File: src/rtl/extend_unit_12to32.sv
// Immediate extension unit: widens a 12-bit decoder immediate to a 32-bit operand
// in one of four modes, with a one-cycle registered output and a matching valid flag.
module extend_unit_12to32 #(
  parameter int          IN_W        = 12,
  parameter int          OUT_W       = 32,
  parameter logic [31:0] RESET_VALUE = 32'h0000_0000
) (
  input  logic             clk,
  input  logic             rst,
  input  logic             in_valid,
  input  logic [1:0]       ext_mode,
  input  logic [IN_W-1:0]  Extender,
  output logic [OUT_W-1:0] Extendido,
  output logic             out_valid
);

  typedef enum logic [1:0] {
    MODE_SIGN   = 2'b00,
    MODE_ZERO   = 2'b01,
    MODE_SHIFT1 = 2'b10,
    MODE_UPPER  = 2'b11
  } ext_mode_e;

  logic [OUT_W-1:0] ext_d;
  logic [OUT_W-1:0] ext_q;
  logic             valid_q;

  // Every mode is fully defined, so the next value never depends on stale state.
  always_comb begin
    ext_d = {{20{Extender[11]}}, Extender};
    case (ext_mode_e'(ext_mode))
      MODE_SIGN:   ext_d = {{20{Extender[11]}}, Extender};
      MODE_ZERO:   ext_d = {20'b0, Extender};
      MODE_SHIFT1: ext_d = {{19{Extender[11]}}, Extender, 1'b0};
      MODE_UPPER:  ext_d = {Extender, 20'b0};
      default:     ext_d = {{20{Extender[11]}}, Extender};
    endcase
  end

  // The data register only loads on accepted inputs; idle cycles leave it holding.
  always_ff @(posedge clk) begin
    if (rst) begin
      ext_q   <= RESET_VALUE;
      valid_q <= 1'b0;
    end else begin
      if (in_valid) begin
        ext_q <= ext_d;
      end
      valid_q <= in_valid;
    end
  end

  assign Extendido = ext_q;
  assign out_valid = valid_q;

endmodule

File: config.mk
export PLATFORM = sky130hd
export DESIGN_NAME = extend_unit_12to32
export DESIGN_NICKNAME = d
export VERILOG_FILES = /design/src/rtl/extend_unit_12to32.sv
export SDC_FILE = /design/constraint.sdc
export NUM_CORES = 1
export LEC_CHECK = 0
export ABC_AREA = 1
export CAP_MARGIN = 20
export CORE_ASPECT_RATIO = 1.1
export CORE_UTILIZATION = 27
export DETAILED_ROUTE_END_ITERATION = 7
export DONT_BUFFER_PORTS = 1
export PLACE_DENSITY = 0.41
export SYNTH_ARGS = -nofsm -noshare
export SYNTH_HDL_FRONTEND = slang
export SYNTH_SLANG_ARGS = --single-unit
File: constraint.sdc
create_clock -name clk -period 0.8 [get_ports clk]
set_input_delay 0.12 -clock clk [delete_from_list [all_inputs] [get_ports clk]]
set_output_delay 0.12 -clock clk [all_outputs]
set_load 0.02 [all_outputs]
Yosys cells after proc, flatten, opt, wreduce, memory -nomap -nowiden
Cells that the tools add are included.

word-level totals
  register bits after elaboration = 33
  latch bits = 0
  memory bits (writable) = 0
  ROM bits = 0
  memories = 0

operators by class
  add/subtract/negate cells = 0
  multiply operators = 0
  divide/modulo/power cells = 0
  $lt $le $gt $ge = 0
  equality and inequality tests = 3
  shift-type cells = 0
  mux-type cells = 1
  bitwise operators = 0
  reduce and logical (&&, ||, !) cells = 1

operators with widths
  cell                                                  count
  one-hot mux 32 bit (4 select lines)                   1
  equality test 2 bit (second input constant)           2
  equality test 2 x 1 -> 1 bit (second input constant)  1
  logical NOT 2 bit                                     1

Longest topological paths before layout
Gate-level depths: netlist of run 1.

  depth after elaboration = 2
  mapped depth = 7
  mapped depth without buffers = 5

Worst setup path before layout of run 1
No wires, ideal clock.

  path type = reg-to-output
  start = reg, netlist name Extendido[19]
  end = out Extendido[13]
  arrival = 740 ps
  data required time = 680 ps
  setup slack = -60 ps
  cell stages (with the launch flop) = 2
  path buffers = 1
  path through = dfxtp_1 > buf_4

RTL lines
  item       line  text
  to (decl)  13    output logic [OUT_W-1:0] Extendido,

==> results_dict.tcl, run 1 <==
set metrics [dict create \
    worst-slew-pin-transition_ps 360 \
    layout_setup_ws_ps -188 \
    critical_path.cell_chain "buf_12" \
    final.min_clock_period_ps 988 \
    synthDominantCellAreaShare 0.420 \
    num_rows 25 \
    antenna_violations_before_repair 0 \
    synth.largest_area_cell "dfxtp_1" \
    min_period_over_period 1.24 \
    finClkSkew_ps 0 \
    syn2layout_area_growth_pct 40.2 \
    die_w_um 66.6 \
    detailedPlacementHpwl_um 2150 \
    synth-warning-count 0 \
    criticalPathCategory "reg -> out" \
    cts-buffers-inserted 3 \
    rsz0062_at_grt "true" \
    clk_transition_reported_paths_ps 90 \
    vdd_drop_max_mv 0.882 \
    syn-mean-instance-area_sq_um 6.66 \
    drt-wirelength-per-cell_um 12.2 \
    drc_errors 0 \
    synth.mux.area_fraction 0 \
    synthesis.nets 203 \
    timing.critical_path.required_ps 680 \
    timing.max_cap.violations 0 \
    share_of_the_synthesized_area_in_compound_gates_ao_oa_aoi_oai 0.0525 \
    fin_total_pwr_w 0.00290 \
    critPathTopFamily "flip-flops" \
    powerDensity_nw_per_um2 1670 \
    synth.top_cells.by_area "dfxtp_1 42%, nand2_1 19%, nor2_1 11%" \
    crit_path_top_delay_cell "dfxtp_2" \
    finalWeightedCongestion 0.811 \
    outcome "complete, but fails checks" \
    avgViaCountPerCell 4.30 \
    grt_start_max_net_pins 29 \
    synth_simple_gate_area_frac 0.369 \
    synthesis.area_sq_um 1240 \
    timing_hold_violations_final 0 \
    synth_seq_area_share 0.420 \
    synth-seq-cells 26 \
    drv_slew 0 \
    chipHeight_um 73.0 \
    antenna_left 0 \
    top_level_ports 50 \
    detail_route.iter0.violations 43 \
    min-delay-start "in_valid" \
    yosysUniqueCellTypes 13 \
    maxSlewHeadroom 0.760 \
    post_synthesis_share_of_cell_area_spent_on_full_adders_half_adders_and_majority_gates 0 \
    cts_tree "done" \
    fin_util 0.399 \
    cp_num_buf_inv 1 \
    fp.coreArea_sq_um 4350 \
    max_freq_mhz 1010 \
    via_count 1160 \
    violations "setup timing" \
    worstSetupEndpointType "primary output" \
    grt_pass1_vias 1160 \
    die-area_sq_um 4860 \
    critical_path.startpoint_type "flop" \
    delay_of_the_slowest_critical_path_stage_ps 370 \
    final_layout_size_suffix_gt1_frac 0.292 \
    post_synth_xor_area_fraction 0 \
    main_combinational_cell_family_by_area_after_synthesis "simple AND/OR/NAND/NOR gates" \
    cts-root-buf "clkbuf_8" \
    grt_pass1_wl_um 5360 \
    crit_fanout 8 \
    total_inserted_antenna_cells 0 \
    count_of_h_tree_levels_built_during_cts 1 \
    io_buffer_count 0 \
    drt_wl_total_um 3300 \
    cts_max_path_buffers 2 \
    setup_violations 32 \
    effective_utilization_at_floorplan 0.285 \
    cts_sinks 26 \
    grt-ovfl-total 0 \
    timing.critical_path.from "Extendido[19]$_SDFFE_PP0P_" \
    clkLatencyLatePin_ps 270 \
    worst_hold_path_type "in -> reg" \
    cellLeakagePower_nw 0.883 \
    worstReg2RegStart "Extendido[7]$_SDFFE_PP0P_" \
    worst-endpoint-arrival_ps 870 \
    groute.usage.overall 0.144 \
    finish.net_count 234 \
    synth_cells 186 \
    first_pass_iters 4 \
]
registers in the layout (all words and copies together), names as in the netlist:
| register | count |
|---|---|
| Extendido | 25 |
| out_valid | 1 |
power by group:
| part | switching, W | internal (W) |
|---|---|---|
| Combinational | 0.000312 | 0.000284 |
| Sequential | 0.0000572 | 0.00139 |
| Clock | 0.000417 | 0.000440 |
cell type report:
cell class	instances	area, sq um
fill	462	2610
sequential	26	556
multi-input combinational	126	522
timing repair buffer	43	473
tap	54	67.6
inverter	17	63.8
clock buffer	4	55.1
placed cells by master (no fill, tap or decap):
cell type	Yosys	layout
nand2_1	62	62
nor2_1	35	35
dfxtp_2	0	25
buf_6	4	24
inv_1	15	15
nand3_1	14	14
dlygate4sd3_1	0	14
o21ai_0	12	12
clkbuf_8	0	4
buf_4	9	3
inv_2	2	2
buf_12	0	2
nand2_4	1	1
nor2_4	1	1
a21oi_1	1	1
dfxtp_4	0	1
worst paths after layout:
check / slack, ps / endpoint / cells past startpoint
setup reg to reg: 50 / Extendido[7]$_SDFFE_PP0P_ / 5
setup / recovery: -190 / Extendido[17] / 1
hold reg to reg: 480 / Extendido[0]$_SDFFE_PP0P_ / 2
hold / removal: 30 / Extendido[19]$_SDFFE_PP0P_ / 2
what timing repair did:
| item | 4_1_cts | 5_1_grt |
|---|---|---|
| gates resized for setup | 49 | 1 |
| endpoints found under the hold margin | 14 | 0 |
| cloned | 0 | 0 |
| hold buffers | 14 | 0 |
| pin swaps | 0 | 0 |
| buffers inserted | 1 | 0 |
| endpoints found under the setup margin | 33 | 33 |
cells by family after synthesis:
logic type	Yosys count
flops	26
simple gates	113
compound gates	13
buf+inv	34
stage by stage:
step	hold WS (ps)	cell area (sq um)	setup WS [ps]	instances	setup TNS (ps)
after floorplan	189	1240	78.7	186	0
after global placement	191	1410	6.34	251	0
after detailed placement	193	1410	-26.7	251	-55.9
after CTS	8.91	1730	-190	270	-2810
after global routing	26.0	1740	-220	270	-3510
final	32.3	1740	-188	270	-2520
layer usage:
metal,GRT usage,vias to the layer above,wire length (um)
met4,0.0686,0,53
met5,0,-,0
met2,0.242,36,1590
met3,0.0313,4,179
met1,0.171,505,1480
li1,-,615,-
cell usage after synthesis, drive strengths merged:
library cell	count
nand2	63
nor2	36
a21oi	1
dfxtp	26
nand3	14
buf	17
inv	17
o21ai	12
Power figures use the tool's default switching activity.
==> run 2, diff against run 1 <==
--- a/config.mk
+++ b/config.mk
@@ -12,6 +12,7 @@
 export DETAILED_ROUTE_END_ITERATION = 7
 export DONT_BUFFER_PORTS = 1
 export PLACE_DENSITY = 0.41
+export SETUP_SLACK_MARGIN = 0.3
 export SYNTH_ARGS = -nofsm -noshare
 export SYNTH_HDL_FRONTEND = slang
 export SYNTH_SLANG_ARGS = --single-unit
==> results_dict.tcl, run 2 (same netlist as run 1, synthesis figures left out) <==
set metrics [dict create \
    worst-endpoint-arrival_ps 860 \
    chipHeight_um 73.0 \
    detail_route.iter0.violations 38 \
    worst_hold_path_type "in -> reg" \
    cts_tree "done" \
    drv_slew 0 \
    critPathTopFamily "flip-flops" \
    largest_register_ffs 25 \
    max_freq_mhz 1020 \
    cts_sinks 26 \
    grt-ovfl-total 0 \
    rsz0062_at_grt "true" \
    num_rows 25 \
    io_buffer_count 0 \
    min_period_over_period 1.22 \
    final.min_clock_period_ps 977 \
    drt_wl_total_um 3140 \
    most-common-layout-cells "55 x nand2_1, 35 x nor2_1, 16 x dfxtp_4" \
    die-area_sq_um 4860 \
    clk_transition_reported_paths_ps 90 \
    grt_pass1_vias 1056 \
    cts-buffers-inserted 3 \
    via_count 1068 \
    antenna_left 0 \
    detailedPlacementHpwl_um 2190 \
    placed_cells_incl_taps 238 \
    top_level_ports 50 \
    delay_of_the_slowest_critical_path_stage_ps 380 \
    layout_setup_ws_ps -177 \
    outcome "complete, but fails checks" \
    timing.critical_path.required_ps 680 \
    crit_path_top_delay_cell "dfxtp_4" \
    effective_utilization_at_floorplan 0.285 \
    cp_num_buf_inv 1 \
    finish.net_count 210 \
    antenna_violations_before_repair 0 \
    powerDensity_nw_per_um2 1750 \
    grt_start_max_net_pins 29 \
    crit_fanout 7 \
    count_of_h_tree_levels_built_during_cts 1 \
    fillers 452 \
    drc_errors 0 \
    timing.reg2reg.setup_slack_ps 60 \
    final_layout_size_suffix_gt1_frac 0.380 \
    criticalPathCategory "reg -> out" \
    syn2layout_area_growth_pct 28.2 \
    critical_path.cell_chain "buf_12" \
    grt_pass1_wl_um 5050 \
    maxSlewHeadroom 0.746 \
    worst-slew-pin-transition_ps 380 \
    timing.max_cap.violations 0 \
    groute.usage.overall 0.136 \
    worstSetupEndpointType "primary output" \
    timing_hold_violations_final 15 \
    final_cells 246 \
    cellLeakagePower_nw 0.785 \
    setup_violations 18 \
    vdd_drop_max_mv 0.727 \
    avgViaCountPerCell 4.34 \
    finClkSkew_ps 0 \
    cts-root-buf "clkbuf_8" \
    holdWs_ps -111 \
    commonest_non_fill_non_tap_cell_in_the_layout "nand2_1" \
    fp.coreArea_sq_um 4350 \
    clkLatencyLatePin_ps 270 \
    total_inserted_antenna_cells 0 \
    critical_path.startpoint_type "flop" \
    place_worst_setup_slack_ps -17.2 \
    drt-wirelength-per-cell_um 12.7 \
    finalWeightedCongestion 0.738 \
    die_w_um 66.6 \
    cts_max_path_buffers 2 \
    violations "hold timing, setup timing" \
    first_pass_iters 4 \
]
-- run 2: cell types whose count changed in the layout (fill, tap and decap cells not counted), moves of 7 or more --
cell	previous run	this run
o21ai_2	0	11
nand2_1	62	55
dfxtp_4	1	16
dlygate4sd3_1	14	0
o21ai_0	12	0
dfxtp_2	25	10
nand2_2	0	7
buf_6	24	13
-- run 2: worst paths after layout --
check / depth (start not counted) / to / from
max: 1 / Extendido[13] / Extendido[19]$_SDFFE_PP0P_
min: 1 / Extendido[0]$_SDFFE_PP0P_ / rst
max reg2reg: 5 / Extendido[5]$_SDFFE_PP0P_ / Extendido[5]$_SDFFE_PP0P_
min reg2reg: 2 / Extendido[0]$_SDFFE_PP0P_ / Extendido[0]$_SDFFE_PP0P_
-- run 2: timing repair --
action,in CTS,in global routing
buffers inserted,2,2
setup endpoints to repair,58,58
hold endpoints to repair,15,15
pin swaps,15,10
resized for setup,31,17
-- run 2: area by class of cell --
type                    count  area, sq um  share of cell area
inverters                  17         66.3              0.0418
multi-input cells         126          589               0.371
repair buffers             19          216               0.136
well taps                  54         67.6              0.0426
clock buffers               4         55.1              0.0347
flip-flops and latches     26          593               0.374
-- run 2: per-stage QoR --
step           setup TNS (ps)  cell area (sq um)  power, W   util
2_1_floorplan               0               1300   0.00185      -
3_3_place_gp                0               1350   0.00189  0.311
3_5_place_dp            -41.8               1350   0.00189  0.311
4_1_cts                 -2070               1510   0.00280  0.348
5_1_grt                 -2600               1590   0.00293  0.365
6_report                -1900               1590   0.00278  0.365
-- run 2: power by group --
part           internal (W)  switching, W
clock              0.000441      0.000425
combinational      0.000190      0.000238
sequential          0.00137      0.000124
-- run 2: per-layer routing --
layer	vias to the layer above	global-route usage	share of wire
met5	-	0	0
met4	0	0.0520	0.013
met3	4	0.0469	0.085
met2	28	0.209	0.45
met1	470	0.174	0.46
li1	566	-	-
